`src/rtl/capi_cmd_credit_mc_pkg.sv`:
```
`default_nettype none
// +--------------------------------------------------------------------+
// | capi_cmd_credit_mc_pkg : shared constants and bus-slice helper      |
// | Rev 1.0                                                             |
// +--------------------------------------------------------------------+
package capi_cmd_credit_mc_pkg;

  localparam int CHANNELS_DEF = 4;
  localparam int CRED_W       = 9;
  localparam int LD_DELAY_DEF = 10;

  localparam int CRED_ZRO = 0;
  localparam int CRED_ONE = 1;
  localparam int CRED_MAX = (1 << CRED_W) - 1;

  // Channel 0 occupies the most significant field of a packed per-channel bus.
  function automatic int chan_lsb(input int c, input int n, input int w);
    return (n - 1 - c) * w;
  endfunction

endpackage
`default_nettype wire

```
`src/rtl/capi_cmd_credit_chan.sv`:
```
`default_nettype none
// +--------------------------------------------------------------------+
// | capi_cmd_credit_chan : one credit pool with staging and saturation  |
// | Rev 1.0                                                             |
// +--------------------------------------------------------------------+
module capi_cmd_credit_chan
  import capi_cmd_credit_mc_pkg::*;
#(
  parameter int CRED_WIDTH = CRED_W
) (
  input  logic                  clk,
  input  logic                  reset,
  input  logic                  i_ld,
  input  logic                  i_ld_pend,
  input  logic [CRED_WIDTH-1:0] i_init,
  input  logic                  i_add_v,
  input  logic [CRED_WIDTH-1:0] i_add_d,
  input  logic                  i_inc_v,
  input  logic                  i_dec_v,
  input  logic [CRED_WIDTH-1:0] i_rsv,
  output logic                  o_en,
  output logic                  o_en_lp,
  output logic [CRED_WIDTH-1:0] o_credits,
  output logic                  o_err
);

  localparam logic [CRED_WIDTH-1:0] c_ZRO = CRED_WIDTH'(CRED_ZRO);
  localparam logic [CRED_WIDTH:0]   c_ONE = (CRED_WIDTH+1)'(CRED_ONE);
  localparam logic [CRED_WIDTH-1:0] c_MAX = {CRED_WIDTH{1'b1}};

  logic        [CRED_WIDTH:0]   r_s1;
  logic        [CRED_WIDTH-1:0] r_crd;
  logic        [CRED_WIDTH-1:0] r_credits;
  logic                         r_err;
  logic        [CRED_WIDTH:0]   w_s1_nxt;
  logic signed [CRED_WIDTH+1:0] w_nxt;
  logic                         w_ovf;
  logic                         w_unf;

  // Two guard bits: one for add+inc carry, one for the sign of an underflow.
  always_comb begin
    w_s1_nxt = i_add_v ? {1'b0, i_add_d} : '0;
    if (i_inc_v) w_s1_nxt = w_s1_nxt + c_ONE;
    w_nxt = $signed({2'b00, r_crd}) + $signed({1'b0, r_s1})
          - $signed({{(CRED_WIDTH+1){1'b0}}, i_dec_v});
    w_ovf = w_nxt > $signed({2'b00, c_MAX});
    w_unf = w_nxt[CRED_WIDTH+1];
  end

  always_ff @(posedge clk or negedge reset) begin
    if (!reset) begin
      r_s1      <= '0;
      r_crd     <= c_ZRO;
      r_credits <= c_ZRO;
      r_err     <= 1'b0;
    end else begin
      r_s1      <= w_s1_nxt;
      r_credits <= r_crd;
      if (i_ld) begin
        r_crd <= i_init;
      end else if (w_ovf) begin
        r_crd <= c_MAX;
        r_err <= 1'b1;
      end else if (w_unf) begin
        r_crd <= c_ZRO;
        r_err <= 1'b1;
      end else begin
        r_crd <= w_nxt[CRED_WIDTH-1:0];
      end
    end
  end

  always_comb begin
    o_en      = (|r_crd) & ~i_ld_pend;
    o_en_lp   = (r_crd > i_rsv) & ~i_ld_pend;
    o_credits = r_credits;
    o_err     = r_err;
  end

endmodule
`default_nettype wire

```
`src/rtl/capi_cmd_credit_mc.sv`:
```
`default_nettype none
// +--------------------------------------------------------------------+
// | capi_cmd_credit_mc : multi-channel command credit manager           |
// | Rev 1.0                                                             |
// +--------------------------------------------------------------------+
module capi_cmd_credit_mc
  import capi_cmd_credit_mc_pkg::*;
#(
  parameter int CHANNELS   = CHANNELS_DEF,
  parameter int CRED_WIDTH = CRED_W,
  parameter int LD_DELAY   = LD_DELAY_DEF
) (
  input  logic                           clk,
  input  logic                           reset,
  input  logic [CHANNELS*CRED_WIDTH-1:0] i_init_cred,
  input  logic                           i_reload,
  input  logic [CHANNELS-1:0]            i_cred_add_v,
  input  logic [CHANNELS*CRED_WIDTH-1:0] i_cred_add_d,
  input  logic [CHANNELS-1:0]            i_cred_inc_v,
  input  logic [CHANNELS-1:0]            i_cred_dec_v,
  input  logic [CRED_WIDTH-1:0]          i_rsv,
  output logic [CHANNELS-1:0]            o_en,
  output logic [CHANNELS-1:0]            o_en_lp,
  output logic [CHANNELS*CRED_WIDTH-1:0] o_credits,
  output logic [CHANNELS-1:0]            o_err,
  output logic                           o_init_done
);

  logic                r_started;
  logic [LD_DELAY-1:0] r_ld_pipe;
  logic                r_init_done;
  logic                w_trig;
  logic                w_ld;
  logic                w_ld_pend;

  // The first clock after reset release acts as an implicit reload.
  always_comb begin
    w_trig    = ~r_started | i_reload;
    w_ld      = r_ld_pipe[LD_DELAY-1];
    w_ld_pend = |r_ld_pipe;
  end

  always_ff @(posedge clk or negedge reset) begin
    if (!reset) begin
      r_started   <= 1'b0;
      r_init_done <= 1'b0;
    end else begin
      r_started   <= 1'b1;
      r_init_done <= r_init_done | w_ld;
    end
  end

  if (LD_DELAY == 1) begin : g_pipe_one
    always_ff @(posedge clk or negedge reset) begin
      if (!reset) r_ld_pipe <= '0;
      else        r_ld_pipe <= w_trig;
    end
  end else begin : g_pipe_multi
    always_ff @(posedge clk or negedge reset) begin
      if (!reset) r_ld_pipe <= '0;
      else        r_ld_pipe <= {r_ld_pipe[LD_DELAY-2:0], w_trig};
    end
  end

  assign o_init_done = r_init_done;

  for (genvar c = 0; c < CHANNELS; c++) begin : g_chan
    localparam int c_LSB = chan_lsb(c, CHANNELS, CRED_WIDTH);
    localparam int c_BIT = chan_lsb(c, CHANNELS, 1);

    capi_cmd_credit_chan #(
      .CRED_WIDTH (CRED_WIDTH)
    ) u_chan (
      .clk       (clk),
      .reset     (reset),
      .i_ld      (w_ld),
      .i_ld_pend (w_ld_pend),
      .i_init    (i_init_cred[c_LSB +: CRED_WIDTH]),
      .i_add_v   (i_cred_add_v[c_BIT]),
      .i_add_d   (i_cred_add_d[c_LSB +: CRED_WIDTH]),
      .i_inc_v   (i_cred_inc_v[c_BIT]),
      .i_dec_v   (i_cred_dec_v[c_BIT]),
      .i_rsv     (i_rsv),
      .o_en      (o_en[c_BIT]),
      .o_en_lp   (o_en_lp[c_BIT]),
      .o_credits (o_credits[c_LSB +: CRED_WIDTH]),
      .o_err     (o_err[c_BIT])
    );
  end

endmodule
`default_nettype wire

```
`config.mk`:
```
export PLATFORM = sky130hd
export DESIGN_NAME = capi_cmd_credit_mc
export DESIGN_NICKNAME = d
export VERILOG_FILES = /design/src/rtl/capi_cmd_credit_mc_pkg.sv /design/src/rtl/capi_cmd_credit_chan.sv /design/src/rtl/capi_cmd_credit_mc.sv
export SDC_FILE = /design/constraint.sdc
export NUM_CORES = 1
export LEC_CHECK = 0
export CAP_MARGIN = 10
export CORE_MARGIN = 2
export CORE_UTILIZATION = 50
export DETAILED_ROUTE_END_ITERATION = 10
export DONT_BUFFER_PORTS = 1
export GPL_TIMING_DRIVEN = 1
export SKIP_CTS_REPAIR_TIMING = 1
export SLEW_MARGIN = 25
export SYNTH_ARGS = -nofsm -noshare
export SYNTH_HDL_FRONTEND = slang
export SYNTH_HIERARCHICAL = 1
export SYNTH_SLANG_ARGS = --single-unit
```
`constraint.sdc`:
```
create_clock -name clk -period 7.7 [get_ports clk]
set_input_delay 1.54 -clock clk [delete_from_list [all_inputs] [get_ports clk]]
set_output_delay 1.54 -clock clk [all_outputs]
set_load 0.01 [all_outputs]
```
==> impl_metrics.toml <==
[synth]
synth_edf_count = 0
syn_inst = 980
synth_nets = 1196
synth_most_common_cell = "inv_1"
syn-cell-area_um2 = 8710
synth.area.top_cells = "dfrtp_1, ha_1, inv_1, nand2_1, xor2_1"
seq_area_frac_synth_pct = 36.8
async_flop_share_pct = 100
ys_top_cells_by_count = "inv_1, dfrtp_1, ha_1"
synth_top_cell_area_share_pct = 36.8
synth_area_per_cell_um2 = 8.89
ys.flop_type = "dfrtp_1"
synth.distinct_cells = 49
yosys.area.top_type = "dfrtp_1"
ys_ff_latch = 128
yosys_warnings = 6

[grt]
gr-total-overflow = 0
grt_max_degree = 129
antenna_found_initial = 0
grt_pass1_vias = 6445
track_usage_pct = 22.1
grt_pass1_wl_um = 31900

[final_layout]
layout.nets = 1201
final_layout_size_suffix_gt1_share_pct = 5.71
final_util_pct = 55.9
syn2layout_area_growth_pct = 10.3
fin_cells = 1223
diodes = 0

[power]
p_per_area_nw_per_um2 = 312
p_leak_nw = 4.73
vdd_drop_max_mv = 0.170

[drt]
drc_errors = 0
final_antenna_net_count = 0
via_per_inst = 5.31
initialDrtViolationCount = 262
vias = 6495
routed_wl_um = 19300
drt-wirelength-per-cell_um = 15.7
drt_first_pass_iters = 5

[clock_tree]
numCtsBuffers = 17
cts.clk_slew.worst_paths_ns = 0.06
ctsHtreeMaxLevel = 4
cts_root_buf = "clkbuf_16"
cts_max_path_buffers = 2
clock_latency_ns = 0.42
cts_tree = "built"
cts_sinks = 128

[worst_setup_path]
worst_ep_arrival_time_ns = 2.90
cp-startpoint = "i_rsv[5]"
crit_path_end_kind = "primary output"
reg2reg_slack_ns = 4.52
r2r_end = "g_chan[1].u_chan/o_err$_DFFE_PN0P_"
cp.required_ns = 6.16
r2r_cells = 11
worstPathMaxFanout = 4
r2r_start = "g_chan[1].u_chan/r_crd[0]$_DFF_PN0_"
start_kind = "input pin"
crit_type = "in -> out"

[timing]
slew_violations = 0
slew_headroom_pct = 57.4
skew_ns = 0.00746
worst_slew_pin_slew_ns = 0.636
fin_ws_ns = 3.26
fin_crit_ns = 4.44
finalHoldViolations = 0
fin_setup_tns_ns = 0
fin_crit_sh_pct = 57.6
finalSetupViolCount = 0
fmax_mhz = 225
rsz0062_at_grt = "false"

[placement]
io_buffers = 0
place_hpwl_um = 14500
dp_slack_ns = 3.36
dpl.cell_count = 1191
place_congestion = 0.826

[die]
die_area_um2 = 18500
rows = 48
die_y_um = 136
start_util_pct = 50.7
io_pins = 145
core_um2 = 17200
die_w_um = 136

[hold_path]
hold_class = "reg -> reg"
hold_end = "g_chan[2].u_chan/o_credits[0]$_DFF_PN0_"
min_from = "g_chan[2].u_chan/r_crd[0]$_DFF_PN0_"
hold_depth = 0

[status]
status = "finished clean"

[run]
maxCapViolations = 0
[logic make-up (layout without fill, tap and decap cells)]
kind of cell / after synthesis / in the layout / share of synthesized area (%)
and+or+nand+nor: 287 / 287 / 16.8
buffers and inverters: 207 / 225 / 8.96
AOI/OAI and AO/OA: 181 / 181 / 14.0
DFF: 128 / 128 / 36.8
adders and majority gates: 120 / 120 / 17.6
xor gates and xnor gates: 51 / 51 / 5.21
muxes: 5 / 5 / 0.675
other: 1 / 1 / 0.0430
[area by class of cell]
cell class                 instances  area, µm²
inverter                         192        721
sequential                       128       3200
fill                            1613       7570
multi-input combinational        645       4730
clock inverter                    13        210
clock buffer                      19        453
tap                              225        282
timing repair buffer               1       7.51
[per-layer routing]
| metal | track usage [%] | wire length, µm | up-vias |
|---|---|---|---|
| met5 | 0 | 0 | - |
| met4 | 7.23 | 240 | 0 |
| met3 | 6.00 | 1160 | 16 |
| met2 | 35.9 | 9010 | 158 |
| met1 | 28.8 | 8850 | 3031 |
| li1 | - | - | 3290 |
[report_power, final]
part / internal (mW) / switching (mW)
Sequential: 0.775 / 0.112
Combinational: 0.512 / 0.703
Clock: 0.592 / 0.308
Total: 1.88 / 1.12
[per-stage QoR]
stage / total power [mW] / instance area (µm²) / hold WS [ns]
final: 3.00 / 9610 / 0.374
after global routing: 3.24 / 9610 / 0.375
after detailed placement: 2.10 / 8940 / 0.363
after CTS: 3.02 / 9610 / 0.374
after global placement: 2.09 / 8940 / 0.356
after floorplan: 1.85 / 8710 / 0.354
[cells in the final DEF, fill, tap and decap left out, types with 8 or more instances in the layout]
master / instances
inv_1: 192
dfrtp_1: 127
ha_1: 116
nand2_1: 83
nor2_1: 58
o21ai_0: 37
a21oi_1: 36
o21ai_1: 31
xor2_1: 26
xnor2_1: 24
nand3_1: 22
nand2b_1: 19
and2_1: 19
clkbuf_16: 17
nand4_1: 17
nor3_1: 15
or3_1: 15
nor2b_1: 13
o311a_1: 12
nor4_1: 11
o21bai_1: 8
[flip-flops by register name, indices dropped and copies added, names as in the netlist]
name,count
g_chan.u_chan/o_credits,36
g_chan.u_chan/o_err,4
g_chan.u_chan/r_crd,36
g_chan.u_chan/r_s1,40
o_init_done,1
r_ld_pipe,10
r_started,1
[critical path, cell delays in order]
cell       delay, ns
inv_1           0.02
ha_1            0.30
a21oi_1         0.15
nor2b_1         0.07
a2111oi_0       0.44
o21ai_0         0.16
o311a_1         0.21
[how the worst max path moves through the flow]
stage,depth (start not counted),slack [ns],to
after detailed placement,7,3.36,o_en_lp[1]
after floorplan,7,3.52,o_en_lp[0]
after CTS,7,3.33,o_en_lp[1]
after global placement,7,3.38,o_en_lp[1]
after global routing,7,3.06,o_en_lp[1]
final,7,3.26,o_en_lp[1]
Power figures use the tool's default switching activity.
